==> config.mk <==
export PLATFORM = sky130hd
export DESIGN_NAME = seq_mult_flat
export DESIGN_NICKNAME = d
export VERILOG_FILES = /design/src/rtl/seq_mult_if.sv /design/src/rtl/seq_mult.sv /design/src/flat_wrapper.sv
export SDC_FILE = /design/constraint.sdc
export NUM_CORES = 1
export LEC_CHECK = 0
export ABC_CLOCK_PERIOD_IN_PS = 11900
export CELL_PAD_IN_SITES_DETAIL_PLACEMENT = 0
export CELL_PAD_IN_SITES_GLOBAL_PLACEMENT = 1
export CORE_ASPECT_RATIO = 2
export CORE_MARGIN = 1
export CORE_UTILIZATION = 47
export CTS_CLUSTER_SIZE = 16
export DETAILED_ROUTE_END_ITERATION = 8
export PLACE_DENSITY_LB_ADDON = 0.1
export SKIP_CTS_REPAIR_TIMING = 1
export SYNTH_ARGS = -nofsm -noshare
export SYNTH_HDL_FRONTEND = slang
export SYNTH_SLANG_ARGS = --single-unit
==> constraint.sdc <==
create_clock -name clk -period 11.9 [get_ports clk]
set_input_delay 1.785 -clock clk [delete_from_list [all_inputs] [get_ports clk]]
set_output_delay 1.785 -clock clk [all_outputs]
set_load 0.01 [all_outputs]
==> src/rtl/seq_mult_if.sv <==
// seq_mult_if: operand/result handshake bundle for seq_mult.
//   in_valid/in_ready  - operand request handshake (a, b, is_signed)
//   out_valid/out_ready - product handshake (product, 2*WIDTH bits)
// master: the requester/consumer side; slave: the multiplier.
interface seq_mult_if #(
  parameter int WIDTH = 32
);
  logic                 in_valid;
  logic                 in_ready;
  logic [WIDTH-1:0]     a;
  logic [WIDTH-1:0]     b;
  logic                 is_signed;
  logic                 out_valid;
  logic                 out_ready;
  logic [2*WIDTH-1:0]   product;

  modport master (
    output in_valid, a, b, is_signed, out_ready,
    input  in_ready, out_valid, product
  );

  modport slave (
    input  in_valid, a, b, is_signed, out_ready,
    output in_ready, out_valid, product
  );
endinterface

==> src/rtl/seq_mult.sv <==
// seq_mult: iterative radix-2 shift-and-add multiplier, one multiplier bit
// per clock, full 2*WIDTH-bit product, signed or unsigned operands.
//   clk  - rising-edge clock
//   rst  - synchronous active-high reset
//   bus  - seq_mult_if slave: in_valid/in_ready/a/b/is_signed in,
//          out_valid/out_ready/product out
// Latency is fixed: operands accepted at edge T give out_valid after T+WIDTH.
module seq_mult #(
  parameter int WIDTH = 32,
  parameter int CNT_W = $clog2(WIDTH) + 1
) (
  input  logic         clk,
  input  logic         rst,
  seq_mult_if.slave    bus
);

  typedef enum logic [1:0] {
    IDLE,
    BUSY,
    DONE
  } state_e;

  state_e               state_q, state_d;
  logic [2*WIDTH-1:0]   mcand_q, mcand_d;
  logic [WIDTH-1:0]     mplier_q, mplier_d;
  logic [2*WIDTH-1:0]   acc_q, acc_d;
  logic [CNT_W-1:0]     cnt_q, cnt_d;
  logic                 neg_q, neg_d;
  logic [2*WIDTH-1:0]   product_q, product_d;

  logic [WIDTH-1:0]     a_mag, b_mag;
  logic [2*WIDTH-1:0]   sum;
  logic [CNT_W-1:0]     cnt_inc;
  logic                 last_bit;

  // Magnitudes are taken as WIDTH-bit unsigned, so the most-negative operand
  // becomes 2^(WIDTH-1) and the sign is reapplied to the final product.
  always_comb begin
    a_mag = (bus.is_signed && bus.a[WIDTH-1]) ? -bus.a : bus.a;
    b_mag = (bus.is_signed && bus.b[WIDTH-1]) ? -bus.b : bus.b;
  end

  always_comb begin
    sum      = acc_q + (mplier_q[0] ? mcand_q : '0);
    cnt_inc  = cnt_q + CNT_W'(1);
    last_bit = (cnt_inc == CNT_W'(WIDTH));
  end

  // State register and datapath registers
  always_ff @(posedge clk) begin
    if (rst) begin
      state_q   <= IDLE;
      mcand_q   <= '0;
      mplier_q  <= '0;
      acc_q     <= '0;
      cnt_q     <= '0;
      neg_q     <= 1'b0;
      product_q <= '0;
    end else begin
      state_q   <= state_d;
      mcand_q   <= mcand_d;
      mplier_q  <= mplier_d;
      acc_q     <= acc_d;
      cnt_q     <= cnt_d;
      neg_q     <= neg_d;
      product_q <= product_d;
    end
  end

  // Next-state logic
  always_comb begin
    state_d = state_q;
    case (state_q)
      IDLE:    if (bus.in_valid)  state_d = BUSY;
      BUSY:    if (last_bit)      state_d = DONE;
      DONE:    if (bus.out_ready) state_d = IDLE;
      default: state_d = IDLE;
    endcase
  end

  // Datapath next values
  always_comb begin
    mcand_d   = mcand_q;
    mplier_d  = mplier_q;
    acc_d     = acc_q;
    cnt_d     = cnt_q;
    neg_d     = neg_q;
    product_d = product_q;
    case (state_q)
      IDLE: begin
        if (bus.in_valid) begin
          mplier_d = a_mag;
          mcand_d  = {{WIDTH{1'b0}}, b_mag};
          acc_d    = '0;
          cnt_d    = '0;
          neg_d    = bus.is_signed & (bus.a[WIDTH-1] ^ bus.b[WIDTH-1]);
        end
      end
      BUSY: begin
        acc_d    = sum;
        mcand_d  = mcand_q << 1;
        mplier_d = mplier_q >> 1;
        cnt_d    = cnt_inc;
        if (last_bit) begin
          product_d = neg_q ? -sum : sum;
        end
      end
      default: ;
    endcase
  end

  // Outputs depend on state only; in_ready never follows out_ready
  always_comb begin
    bus.in_ready  = (state_q == IDLE);
    bus.out_valid = (state_q == DONE);
    bus.product   = product_q;
  end

endmodule

==> src/flat_wrapper.sv <==
// flat-port wrapper written by rule: the top's interface ports become plain ports
module seq_mult_flat 
#(
  parameter int WIDTH = 32,
  parameter int CNT_W = $clog2(WIDTH) + 1
)
  (clk, rst, bus_in_valid, bus_a, bus_b, bus_is_signed, bus_out_ready, bus_in_ready, bus_out_valid, bus_product);
  seq_mult_if #(.WIDTH(WIDTH)) bus_i ();
  input  logic clk;
  input  logic rst;
  input wire logic [$bits(bus_i.in_valid)-1:0] bus_in_valid;
  input wire logic [$bits(bus_i.a)-1:0] bus_a;
  input wire logic [$bits(bus_i.b)-1:0] bus_b;
  input wire logic [$bits(bus_i.is_signed)-1:0] bus_is_signed;
  input wire logic [$bits(bus_i.out_ready)-1:0] bus_out_ready;
  output wire logic [$bits(bus_i.in_ready)-1:0] bus_in_ready;
  output wire logic [$bits(bus_i.out_valid)-1:0] bus_out_valid;
  output wire logic [$bits(bus_i.product)-1:0] bus_product;
  assign bus_i.in_valid = bus_in_valid;
  assign bus_i.a = bus_a;
  assign bus_i.b = bus_b;
  assign bus_i.is_signed = bus_is_signed;
  assign bus_i.out_ready = bus_out_ready;
  assign bus_in_ready = bus_i.in_ready;
  assign bus_out_valid = bus_i.out_valid;
  assign bus_product = bus_i.product;
  seq_mult #(.WIDTH(WIDTH), .CNT_W(CNT_W)) u_core (.clk(clk), .rst(rst), .bus(bus_i));
endmodule
==> reports/summary.md <==
After legalization and detailed placement, the total HPWL measured 49.6 mm. The hold violation total from the final report was 0. The run gives 35600 sq um as the overall die area. The first detailed-routing pass took 5 iterations. The critical path launch point type was a flop. The number of global-route vias before repair is 17.0k, and the net switching fraction of the power is 28.7%.

No sink is reached through more buffers than the 3 on the longest clock path. TritonCTS built the clock tree. The run finished with clean final reports.

The congestion estimate from routability-driven global placement came to 1.04. The global-route met1 utilization is 32.3%, and the initial core utilization is 47.8%. For the pin with the worst max-slew slack, the measured transition is 1.35 ns.

The dominant cell by count in the synthesized netlist was sky130_fd_sc_hd__nand2_1. VDD sags by at most 0.000116 V. The run gives 6.79% as the routing usage on met3. In this run the most critical hold path is launched from u_core.bus.product[54].

The die boundary width is 134 microns. Per report_power, the combinational group accounts for 14.7% of the total. The area of the multi-input gates is 11000 sq um.

The cell sitting at the root of the clock tree is a sky130_fd_sc_hd__clkbuf_16. The die is 266 microns tall. STA puts the critical path data required time at 12.35 ns.

Type of the tightest min-delay check: flop to flop. The tools report the number of violations reported at the end of detailed-routing iteration 0 as 943. The critical path starts at u_core.mplier_q[0]. Summed over all layers, the routed wires come to 65.1 mm.

The tools report the cell internal power dissipation as 1.31 mW. Async set-reset flop share out of synthesis: 0%. Summing over every cut layer, the via total after detailed routing is 17.0k. Leading register cell type out of synthesis: sky130_fd_sc_hd__dfxtp_1. The worst path arrival time came out at 6.36 ns. In the post-route analysis, the smallest setup slack over all paths is 5.99 ns. The critical setup path kind was flop to flop. The clock edge transition at the registers on the reported setup and hold paths is 0.07 ns. The global-route wire length before repair is 98.4 mm, and the via-per-instance ratio is 6.20. When the netlist entered floorplanning its net count stood at 2376. Cells with a size suffix above 1 make up 4.80% of the layout. For the number of CTS-inserted buffers, the log shows 23. In this run the worst path has a maximum fanout of 65.

The initial antenna violation count is 2, and the largest net degree at the start of global routing is 84. CTS H-tree depth: 1. For this design the ratio of total power to cell area is 98.2 nW/um^2.

Sequential cells were found to cover 28.5% of the synthesized design area. The tools report the part of the power in the clock network as 41.0%. After detailed routing, the number of remaining DRC violations is 0.

Registers take 4670 sq um. In the final routed layout, each cell accounts on average for 23.8 microns. The proportion of power drawn by flip-flops and latches was 44.3%; the area of the core was 34200 sq um. The remaining global-route overflow is 0.

Summed over all instances, the cell type with the most area after synthesis is sky130_fd_sc_hd__dfxtp_1. The fraction of post-synthesis cell area in the top cell type by area works out to 28.5%. The number of pins with negative max-slew slack in the final report was 0; the synthesized flop and latch total was 233. The netlist area before placement is 16400 sq um, and the final-report setup violation count is 0.

For this design the top-level I/O count stands at 135. The global routing usage summed across all routing layers was 36.8%; the post-route clock skew was 0.0156 ns. The post-route clock period utilization works out to 49.7%. STA classifies the critical path endpoint as a flop.

In this run the most used layer during global routing was met2. The worst pin sits at a relative slew slack of 9.52%. In this run the core area contains 96 standard-cell rows.

The quantity of I/O buffers inserted on ports is 134, and the clock network latency to the later pin of the worst-skew pair is 0.55 ns. The average cell area after synthesis was 7.30 sq um; the max-capacitance violation count was 0. After the last flow step, the layout net total stands at 2413. During synthesis, Yosys emitted a total of 0 warnings.

From synthesis to final layout, the design area changed by 14.3%. The synthesized design contains 0 enable-type register cells. Met2 track utilization from global routing: 67.3%. Setup repair after global routing left no endpoint under its margin. In the synthesized netlist, the cells that appear most often are 287 x sky130_fd_sc_hd__nand2_1, 264 x sky130_fd_sc_hd__a21oi_1, 233 x sky130_fd_sc_hd__dfxtp_1. By area the synthesized netlist is led by sky130_fd_sc_hd__dfxtp_1 29%, sky130_fd_sc_hd__a21oi_1 8.1%, sky130_fd_sc_hd__nand2_1 6.6%, sky130_fd_sc_hd__ha_1 5.1%, sky130_fd_sc_hd__nor2_1 4.8%. CTS saw 233 sinks. The tools report the start of the worst register-to-register path as u_core.mplier_q[0]. After technology mapping, the gate count stands at 2239.

The logs give 0.526 mW for the switching power of the nets and 0 for the final antenna-violating net count. For the final total negative setup slack, the log shows 0 ns. The filler cells instantiated in the layout total 3480.

Timing would allow up to 0.169 GHz. For the finished layout, the period the worst path requires is 5.91 ns. Worst setup slack after placement: 6.16 ns. The logs give 6.84 nW for the leakage dissipation and 84 for the count of unique library cells instantiated by Yosys.
[cell usage in the layout (no fill, tap or decap), types with 22 or more instances in the layout]
master and instances:
sky130_fd_sc_hd__a21o_1 22, sky130_fd_sc_hd__ha_1 67, sky130_fd_sc_hd__a31oi_1 29, sky130_fd_sc_hd__o21ai_0 124
sky130_fd_sc_hd__buf_4 30, sky130_fd_sc_hd__xnor2_1 77, sky130_fd_sc_hd__a21oi_1 264, sky130_fd_sc_hd__clkdlybuf4s50_1 133
sky130_fd_sc_hd__nor2_1 209, sky130_fd_sc_hd__a22oi_1 72, sky130_fd_sc_hd__dfxtp_1 232, sky130_fd_sc_hd__xor2_1 88
sky130_fd_sc_hd__clkbuf_16 23, sky130_fd_sc_hd__inv_1 29, sky130_fd_sc_hd__or3_1 32, sky130_fd_sc_hd__a211oi_1 49
sky130_fd_sc_hd__nand4_1 42, sky130_fd_sc_hd__nor3_1 34, sky130_fd_sc_hd__nand2_1 286, sky130_fd_sc_hd__nand3_1 98
sky130_fd_sc_hd__and2_1 84
[through the flow]
| stage | hold WS (ns) | power, mW | instance area [sq um] | instances | utilization (%) |
|---|---|---|---|---|---|
| after detailed placement | 0.443 | 1.10 | 17900 | 2692 | 52.4 |
| after CTS | 0.458 | 1.84 | 18700 | 2733 | 54.6 |
| after global placement | 0.437 | 1.09 | 17900 | 2692 | 52.4 |
| after floorplan | 0.432 | 1.00 | 16400 | 2239 | - |
| after global routing | 0.464 | 1.90 | 18700 | 2733 | 54.6 |
| final | 0.451 | 1.84 | 18700 | 2734 | 54.6 |
[layer usage]
layer	vias up	wire [microns]
met5	-	27
met4	4	7840
met3	292	3230
met2	564	33600
met1	7924	20500
li1	8170	-
[logic make-up (layout without fill, tap and decap cells)]
kind of cell             after synthesis  in the layout  share of synthesized area [%]
buffers and inverters                181            234                           4.22
AO/OA/AOI/OAI                        702            702                           26.9
other                                  0              1                              0
AND/OR/NAND/NOR                      883            883                           25.8
XOR/XNOR                             165            165                           8.84
adder cells (fa/ha/maj)               68             68                           5.25
multiplexers                           7              7                          0.444
flip-flops                           233            233                           28.5
[sequential cells by signal, indices dropped and copies added (netlist names)]
| register | flops |
|---|---|
| u_core.acc_q | 64 |
| u_core.bus.product | 64 |
| u_core.mcand_q | 64 |
| u_core.mplier_q | 32 |
| u_core.cnt_q | 6 |
| u_core.state_q | 2 |
| u_core.neg_q | 1 |
[power by group through the flow]
stage / clock network (mW) / registers (mW) / logic, mW
final: 0.753 / 0.813 / 0.270
after global routing: 0.795 / 0.814 / 0.294
after CTS: 0.764 / 0.813 / 0.268
after detailed placement: 0 / 0.830 / 0.267
after global placement: 0 / 0.830 / 0.264
after floorplan: 0 / 0.826 / 0.177
[critical path, cell delays in order, from the launching register on]
cell	delay, ns
sky130_fd_sc_hd__dfxtp_1	0.31
sky130_fd_sc_hd__buf_4	0.50
sky130_fd_sc_hd__and2_1	0.22
sky130_fd_sc_hd__ha_1	0.32
sky130_fd_sc_hd__nand2_1	0.18
sky130_fd_sc_hd__o21ai_0	0.57
sky130_fd_sc_hd__o21ai_0	0.24
sky130_fd_sc_hd__o21ai_0	0.60
sky130_fd_sc_hd__xor2_1	0.32
sky130_fd_sc_hd__a2111o_1	0.42
sky130_fd_sc_hd__or4b_4	0.55
sky130_fd_sc_hd__nor4_1	0.45
sky130_fd_sc_hd__nand3_1	0.32
sky130_fd_sc_hd__nor4_1	0.36
sky130_fd_sc_hd__o21bai_1	0.11
sky130_fd_sc_hd__a311oi_1	0.27
[cell type report]
type                    instances  area share [%]
multi-input cells            1825            59.1
flip-flops and latches        233            25.0
repair buffers                164            8.39
clock buffers                  28            3.29
well taps                     441            2.95
clock inverters                13           0.756
inverters                      29           0.582
diodes                          1          0.0134
[path summary, 6_finish.rpt]
kind                             to  slack [ns]  cells past startpoint
max          u_core.bus.product[61]        5.99                     15
min          u_core.bus.product[54]        0.45                      2
max reg2reg  u_core.bus.product[61]        5.99                     15
min reg2reg  u_core.bus.product[54]        0.45                      2
(Power assumes the default switching activity.)
